### src/rtl/adder16_accum_if.sv
`default_nettype none
// ============================================================================
// Module      : adder16_accum_if
// Description : Operand-in / result-out bundle for the adder16 accumulator.
//               master = upstream producer and result consumer,
//               slave  = the accumulator.
// Revision    : 1.0 - initial release
// ============================================================================
interface adder16_accum_if #(
   parameter int WIDTH = 16,
   parameter int CNT_W = 8
);
   // operand beat stream
   logic             in_valid;
   logic             in_ready;
   logic [WIDTH-1:0] in_data;
   logic             in_last;

   // per-packet result
   logic             out_valid;
   logic             out_ready;
   logic [WIDTH-1:0] out_sum;
   logic             out_sign;
   logic             out_zero;
   logic             out_carry;
   logic             out_parity;
   logic             out_overflow;
   logic [CNT_W-1:0] out_count;

   modport master (
      output in_valid, in_data, in_last, out_ready,
      input  in_ready, out_valid, out_sum, out_sign, out_zero,
             out_carry, out_parity, out_overflow, out_count
   );

   modport slave (
      input  in_valid, in_data, in_last, out_ready,
      output in_ready, out_valid, out_sum, out_sign, out_zero,
             out_carry, out_parity, out_overflow, out_count
   );
endinterface
`default_nettype wire

### src/rtl/adder16_accum.sv
`default_nettype none
// ============================================================================
// Module      : adder16_accum
// Description : Streaming packet accumulator. Sums in_last-delimited operand
//               packets and presents one result per packet with Sign, Zero,
//               Carry (sticky), Parity and Overflow (sticky) flags plus a
//               saturating beat count.
//               Optional macro ADDER16_ACCUM_SAT_EN: clamp the accumulator
//               to the signed extremes on overflow instead of wrapping.
// Revision    : 1.0 - initial release
// ============================================================================
module adder16_accum #(
   parameter int WIDTH = 16,
   parameter int CNT_W = 8
) (
   input  wire               clk,
   input  wire               rst_n,
   adder16_accum_if.slave    bus
);
   localparam int MSB = WIDTH - 1;
   localparam logic [CNT_W-1:0] c_cnt_max = '1;
   localparam logic [CNT_W-1:0] c_cnt_one = {{(CNT_W-1){1'b0}}, 1'b1};
`ifdef ADDER16_ACCUM_SAT_EN
   localparam logic [WIDTH-1:0] c_sat_max = {1'b0, {(WIDTH-1){1'b1}}};
   localparam logic [WIDTH-1:0] c_sat_min = {1'b1, {(WIDTH-1){1'b0}}};
`endif

   typedef enum logic [1:0] {
      S_IDLE = 2'd0,
      S_ACC  = 2'd1,
      S_HOLD = 2'd2
   } state_t;

   state_t           r_state;
   logic [WIDTH-1:0] r_acc;
   logic             r_carry;
   logic             r_ovf;
   logic [CNT_W-1:0] r_count;
   logic             r_in_ready;
   logic             r_out_valid;

   logic             w_beat;
   logic [WIDTH:0]   w_sum_ext;
   logic             w_cout;
   logic             w_add_ovf;
   logic [WIDTH-1:0] w_acc_next;
   logic [CNT_W-1:0] w_count_inc;

   assign w_beat      = bus.in_valid & r_in_ready;
   assign w_sum_ext   = {1'b0, r_acc} + {1'b0, bus.in_data};
   assign w_cout      = w_sum_ext[WIDTH];
   // signed overflow: operands agree in sign, result does not
   assign w_add_ovf   = (r_acc[MSB] == bus.in_data[MSB]) &&
                        (w_sum_ext[MSB] != r_acc[MSB]);
   assign w_count_inc = (r_count == c_cnt_max) ? r_count : r_count + 1'b1;

`ifdef ADDER16_ACCUM_SAT_EN
   // clamp toward the sign both operands shared; carry still sees the raw add
   assign w_acc_next  = !w_add_ovf  ? w_sum_ext[MSB:0] :
                        r_acc[MSB]  ? c_sat_min : c_sat_max;
`else
   assign w_acc_next  = w_sum_ext[MSB:0];
`endif

   // packet FSM: accumulator, sticky flags, beat count and registered handshakes
   always_ff @(posedge clk or negedge rst_n) begin
      if (!rst_n) begin
         r_state     <= S_IDLE;
         r_acc       <= '0;
         r_carry     <= 1'b0;
         r_ovf       <= 1'b0;
         r_count     <= '0;
         r_in_ready  <= 1'b1;
         r_out_valid <= 1'b0;
      end else begin
         case (r_state)
            S_IDLE: begin
               if (w_beat) begin
                  r_acc   <= bus.in_data;
                  r_carry <= 1'b0;
                  r_ovf   <= 1'b0;
                  r_count <= c_cnt_one;
                  if (bus.in_last) begin
                     r_state     <= S_HOLD;
                     r_in_ready  <= 1'b0;
                     r_out_valid <= 1'b1;
                  end else begin
                     r_state <= S_ACC;
                  end
               end
            end
            S_ACC: begin
               if (w_beat) begin
                  r_acc   <= w_acc_next;
                  r_carry <= r_carry | w_cout;
                  r_ovf   <= r_ovf | w_add_ovf;
                  r_count <= w_count_inc;
                  if (bus.in_last) begin
                     r_state     <= S_HOLD;
                     r_in_ready  <= 1'b0;
                     r_out_valid <= 1'b1;
                  end
               end
            end
            S_HOLD: begin
               // in_ready stays low on the return to IDLE edge, so the
               // earliest next beat lands one cycle later (the bubble)
               if (bus.out_ready) begin
                  r_state     <= S_IDLE;
                  r_in_ready  <= 1'b1;
                  r_out_valid <= 1'b0;
               end
            end
            default: begin
               r_state     <= S_IDLE;
               r_in_ready  <= 1'b1;
               r_out_valid <= 1'b0;
            end
         endcase
      end
   end

   assign bus.in_ready     = r_in_ready;
   assign bus.out_valid    = r_out_valid;
   assign bus.out_sum      = r_acc;
   assign bus.out_sign     = r_acc[MSB];
   assign bus.out_zero     = (r_acc == '0);
   assign bus.out_parity   = ~^r_acc;
   assign bus.out_carry    = r_carry;
   assign bus.out_overflow = r_ovf;
   assign bus.out_count    = r_count;

endmodule
`default_nettype wire

### src/flat_wrapper.sv
// flat-port wrapper written by rule: the top's interface ports become plain ports
module adder16_accum_flat 
#(
   parameter int WIDTH = 16,
   parameter int CNT_W = 8
)
  (clk, rst_n, bus_in_valid, bus_in_data, bus_in_last, bus_out_ready, bus_in_ready, bus_out_valid, bus_out_sum, bus_out_sign, bus_out_zero, bus_out_carry, bus_out_parity, bus_out_overflow, bus_out_count);
  adder16_accum_if #(.WIDTH(WIDTH), .CNT_W(CNT_W)) bus_i ();
  input  wire clk;
  input  wire rst_n;
  input wire logic [$bits(bus_i.in_valid)-1:0] bus_in_valid;
  input wire logic [$bits(bus_i.in_data)-1:0] bus_in_data;
  input wire logic [$bits(bus_i.in_last)-1:0] bus_in_last;
  input wire logic [$bits(bus_i.out_ready)-1:0] bus_out_ready;
  output wire logic [$bits(bus_i.in_ready)-1:0] bus_in_ready;
  output wire logic [$bits(bus_i.out_valid)-1:0] bus_out_valid;
  output wire logic [$bits(bus_i.out_sum)-1:0] bus_out_sum;
  output wire logic [$bits(bus_i.out_sign)-1:0] bus_out_sign;
  output wire logic [$bits(bus_i.out_zero)-1:0] bus_out_zero;
  output wire logic [$bits(bus_i.out_carry)-1:0] bus_out_carry;
  output wire logic [$bits(bus_i.out_parity)-1:0] bus_out_parity;
  output wire logic [$bits(bus_i.out_overflow)-1:0] bus_out_overflow;
  output wire logic [$bits(bus_i.out_count)-1:0] bus_out_count;
  assign bus_i.in_valid = bus_in_valid;
  assign bus_i.in_data = bus_in_data;
  assign bus_i.in_last = bus_in_last;
  assign bus_i.out_ready = bus_out_ready;
  assign bus_in_ready = bus_i.in_ready;
  assign bus_out_valid = bus_i.out_valid;
  assign bus_out_sum = bus_i.out_sum;
  assign bus_out_sign = bus_i.out_sign;
  assign bus_out_zero = bus_i.out_zero;
  assign bus_out_carry = bus_i.out_carry;
  assign bus_out_parity = bus_i.out_parity;
  assign bus_out_overflow = bus_i.out_overflow;
  assign bus_out_count = bus_i.out_count;
  adder16_accum #(.WIDTH(WIDTH), .CNT_W(CNT_W)) u_core (.clk(clk), .rst_n(rst_n), .bus(bus_i));
endmodule
### config.mk
export PLATFORM = sky130hd
export DESIGN_NAME = adder16_accum_flat
export DESIGN_NICKNAME = d
export VERILOG_FILES = /design/src/rtl/adder16_accum_if.sv /design/src/rtl/adder16_accum.sv /design/src/flat_wrapper.sv
export SDC_FILE = /design/constraint.sdc
export NUM_CORES = 1
export LEC_CHECK = 0
export ABC_AREA = 1
export CELL_PAD_IN_SITES_DETAIL_PLACEMENT = 1
export CELL_PAD_IN_SITES_GLOBAL_PLACEMENT = 1
export CORE_AREA = 3 3 108 84
export CTS_CLUSTER_DIAMETER = 50
export CTS_CLUSTER_SIZE = 14
export DETAILED_ROUTE_END_ITERATION = 10
export DIE_AREA = 0 0 111 87
export GPL_TIMING_DRIVEN = 0
export PLACE_DENSITY = 0.72
export SLEW_MARGIN = 40
export SYNTH_ARGS = -nofsm -noshare
export SYNTH_HDL_FRONTEND = slang
export SYNTH_SLANG_ARGS = --single-unit
### constraint.sdc
create_clock -name clk -period 1.9 [get_ports clk]
set_clock_uncertainty 0.15 [all_clocks]
set_input_delay 0.57 -clock clk [delete_from_list [all_inputs] [get_ports clk]]
set_output_delay 0.57 -clock clk [all_outputs]
set_load 0.02 [all_outputs]
==> results.txt <==
The flow ran to the end, but the final reports show violations. The checks that failed: setup timing. The filler cells instantiated in the layout total 959. The static leakage is ~2.2 nW. The residual overflow from global routing came out at 0. The cell area after synthesis came out at 2660 um2. The total chip power came out at slightly below 9 mW. The first-pass iteration count of the detailed router came out at 4.

The wire length on met3 came out at around 460 um. The achievable clock frequency came out at 405 MHz. The number of enable flip-flop cells after synthesis came out at 0. The number of nets at the end of the flow came out at 528.

The average wire length per cell after detail routing came out at approximately 18 um. The number of vias after detailed routing came out at between 2k and 3k. The worst hold path was traced through 2 stages. The number of remaining DRC errors is 0. The sequential element share of the synthesized area came out at 28.3%.

The synthesized instance count came out at 397. Sorting the synthesized cells by area gives the leading types as sky130_fd_sc_hd__dfrtp_1, sky130_fd_sc_hd__nand2_1, sky130_fd_sc_hd__ha_1. The initial antenna violation count came out at 0. For the pin with the worst max-slew slack, the measured transition is 690 ps. The count of nets left with antenna violations once routing finished came out at 0. The most frequently used cell type in the post-synthesis netlist is sky130_fd_sc_hd__nand2_1. The x dimension of the die came out at 111 um.

Of all nets on the critical path, the largest fanout is 2. The Yosys step of the flow raised 0 warnings. The flip-flop and latch area came out at 773 um2. The area taken by multi-input logic gates came out at 2380 um2. STA puts the critical path data required time at 1180 ps. The number of global-route vias before repair came out at just over 3k. The synthesized design spends more area on one cell type than any other, namely sky130_fd_sc_hd__dfrtp_1. The kind of path behind the tightest hold check is reg2reg. TritonCTS built the clock tree. The root buffer cell chosen for the clock tree is sky130_fd_sc_hd__clkbuf_8. The cell area power density came out at 2010 nW/um2. The clock tree synthesis step divided the H-tree into 2 levels.

The share of the core filled with cells is roughly 55%. The max-capacitance violation count came out at 0. The number of antenna cells inserted is 0. The critical path depth in cells came out at 6. In this run the top signal layer used is met4. The highest ir drop seen on vdd came out at 2330 uV. The post-route standard cell area excluding fillers is 4390 um2. The routed design could run at a clock period as short as ~2500 ps. The clock insertion delay at the later pin of the skew report came out at 290 ps.

On the critical path the largest part of the delay comes from XOR/XNOR gates. STA classifies the critical path endpoint as a primary output. The number of top-level pins came out at 52.

The buffer depth of the longest clock path is 2. The tree built by TritonCTS fans out to 30 sinks. The average instance area after synthesis came out at around 6.7 um2. The largest net degree at the start of global routing came out at 23. In this design, the critical path's most frequently occurring cell is sky130_fd_sc_hd__xnor2_2. The startpoint of the tightest hold check path is u_core.bus.out_valid. The die area came out at 9660 um2. The share of total power in the clock network is 6.1%. Setup repair after global routing could not meet its margin everywhere. Hold timing on the final database bottoms out at a slack of 334 ps. For this block, wires on met1 add up to 4980 um.

Dividing the detail-routed via count by the number of cells gives 4.98. The number of CTS-inserted buffers came out at 5. The layout cell share with drive strength beyond 1 is approximately 45%. The unique cell type count in the Yosys netlist came out at 35. The detailed-placement wirelength estimate is 7180 um. The worst path arrival time came out at roughly 1800 ps. The max-slew headroom at the worst pin came out at 54.0%.

The clock transition at the registers of the reported paths is 80 ps. The congestion estimate from routability-driven global placement came to 0.826. The first-pass GRT wire length is 15400 um.

For hold timing, the worst endpoint is u_core.bus.out_valid. The largest single stage delay on the critical path is 420 ps. In this run the critical register-to-register path is captured at u_core.bus.out_sum[8]. The die height is 87 um. The initial DRC count came out at 74.

The power dissipated by switching net loads is roughly 4.5 mW. The count of final max-slew check failures came to 0. Traced cell by cell, the critical path runs through inv_2 -> ha_4 -> xor2_2 -> xnor2_2 -> xnor2_2 -> buf_4. The net count after synthesis is 444. The placed instance area is 3380 um2. By count the netlist is led by sky130_fd_sc_hd__nand2_1, sky130_fd_sc_hd__inv_1, sky130_fd_sc_hd__nor2_1. Counting cells, the worst reg-to-reg path comes to 10. The global-route usage over all layers is 20.1%. The cell row count is 28.

The relative contribution of combinational cells to total power came out at 80.2%. The internal power of the cells totals 4.29 mW. The share of the clock period used by the worst path after layout is 130%. The switching power share of the total is 51.4%. The post-layout worst setup margin came out at -569 ps. The sequential cell fraction of total power is 13.7%.

The number of hold-slack violations in the final timing report came out at 0. The start of the worst register-to-register path is u_core.bus.out_sum[0]. In this run the standard cell core region covers between 7000 and 8000 um2.

Counting flops with an async set or reset pin after synthesis yields a share of 100%. The largest individual stage delay along the critical path comes from the cell sky130_fd_sc_hd__dfrtp_2. The most used flip-flop cell after synthesis is sky130_fd_sc_hd__dfrtp_1. The total setup violations reported at the end of the flow came out at 11.

The quantity of I/O buffers inserted on ports came out at 51. Summed over all layers, the routed wires come to 10500 um. STA classifies the critical path startpoint as a register.

The synthesis-stage register bit count is 30. The fraction of post-synthesis cell area in the top cell type by area came out at between 20% and 30%. The worst setup slack for register-to-register paths is -110 ps. The post-synthesis to final-layout area growth came out at 65.1%. The number of buffers and inverters on the critical path came out at 2. OpenSTA, run right after detailed placement, puts the worst setup slack at -899 ps. The initial core utilization came out at 33.4%. Wire segments on met2 add up to approximately 5000 um in the final route. The type of the worst setup path is reg2out.
-- worst max-delay path by stage --
stage,startpoint,to,slack [ps]
after CTS,u_core.bus.out_sum[14],bus_out_parity,-560
after global placement,u_core.bus.out_sum[13],bus_out_parity,-850
after detailed placement,u_core.bus.out_sum[10],bus_out_parity,-900
final,u_core.bus.out_sum[14],bus_out_parity,-570
after global routing,u_core.bus.out_sum[3],bus_out_parity,-640
after floorplan,u_core.bus.out_sum[15],bus_out_parity,-160
-- cells by family (layout without fill, tap and decap cells) --
family / Yosys count / count (layout) / share of synthesized area (%)
DFF: 30 / 30 / 28.3
adders and majority gates: 26 / 26 / 12.5
xor gates and xnor gates: 10 / 10 / 3.29
and+or+nand+nor: 196 / 196 / 32.0
AOI/OAI and AO/OA: 56 / 56 / 12.3
buffers and inverters: 79 / 164 / 11.7
-- per-layer routing --
layer  up-vias  global-route usage, %
met3        14                   3.47
met4         0                   2.91
li1       1435                      -
met2        66                   33.8
met5         -                      0
met1      1406                   27.9
-- state kept, by name (all words and copies together) (netlist names) --
signal / count
u_core.r_state: 2
u_core.bus.out_count: 8
u_core.bus.out_overflow: 1
u_core.bus.out_carry: 1
u_core.bus.out_valid: 1
u_core.bus.in_ready: 1
u_core.bus.out_sum: 16
-- power by group through the flow --
stage / sequential (mW) / combinational, mW / clock, mW
after global placement: 1.26 / 4.59 / 0
after detailed placement: 1.26 / 4.72 / 0
after floorplan: 1.47 / 2.94 / 0
after global routing: 1.24 / 7.65 / 0.566
after CTS: 1.18 / 5.63 / 0.541
final: 1.21 / 7.07 / 0.540
-- layout by cell type (no fill, tap or decap), types with 10 or more instances in the layout --
cell type	count
sky130_fd_sc_hd__nand2_1	65
sky130_fd_sc_hd__ha_4	21
sky130_fd_sc_hd__inv_2	24
sky130_fd_sc_hd__nand3_2	10
sky130_fd_sc_hd__nand3_1	19
sky130_fd_sc_hd__nor2_1	27
sky130_fd_sc_hd__o21ai_0	10
sky130_fd_sc_hd__nand2_4	14
sky130_fd_sc_hd__dlygate4sd2_1	16
sky130_fd_sc_hd__inv_1	48
sky130_fd_sc_hd__dfrtp_2	17
sky130_fd_sc_hd__dlymetal6s2s_1	13
sky130_fd_sc_hd__buf_4	23
sky130_fd_sc_hd__nand2_2	30
sky130_fd_sc_hd__dfrtp_1	12
-- tightest hold or removal path, delay by kind of cell, from the launching register on --
family / cells / cell delay [ps]
AND/OR/NAND/NOR: 2 / 100
flip-flops: 1 / 350
-- area by class of cell --
class,count,area share (%)
Clock buffer,6,1.65
Clock inverter,2,0.228
Inverter,73,6.30
Sequential cell,30,17.6
Timing Repair Buffer,77,16.0
Buffer,6,0.969
Tap cell,105,2.99
Multi-Input combinational cell,288,54.2
-- repair_timing --
| item | 4_1_cts | 5_1_grt |
|---|---|---|
| endpoints found under the setup margin | 50 | 38 |
| pin swaps | 12 | 60 |
| hold endpoints to repair | 8 | 0 |
| buffers inserted | 19 | 7 |
| hold buffers | 1 | 0 |
| gates resized for setup | 84 | 175 |
-- metrics by stage --
| step | TNS [ps] | instances |
|---|---|---|
| after floorplan | -163 | 397 |
| after global placement | -34250 | 553 |
| after detailed placement | -15200 | 554 |
| after CTS | -4760 | 582 |
| after global routing | -2490 | 587 |
| final | -1440 | 587 |
(Power assumes the default switching activity.)
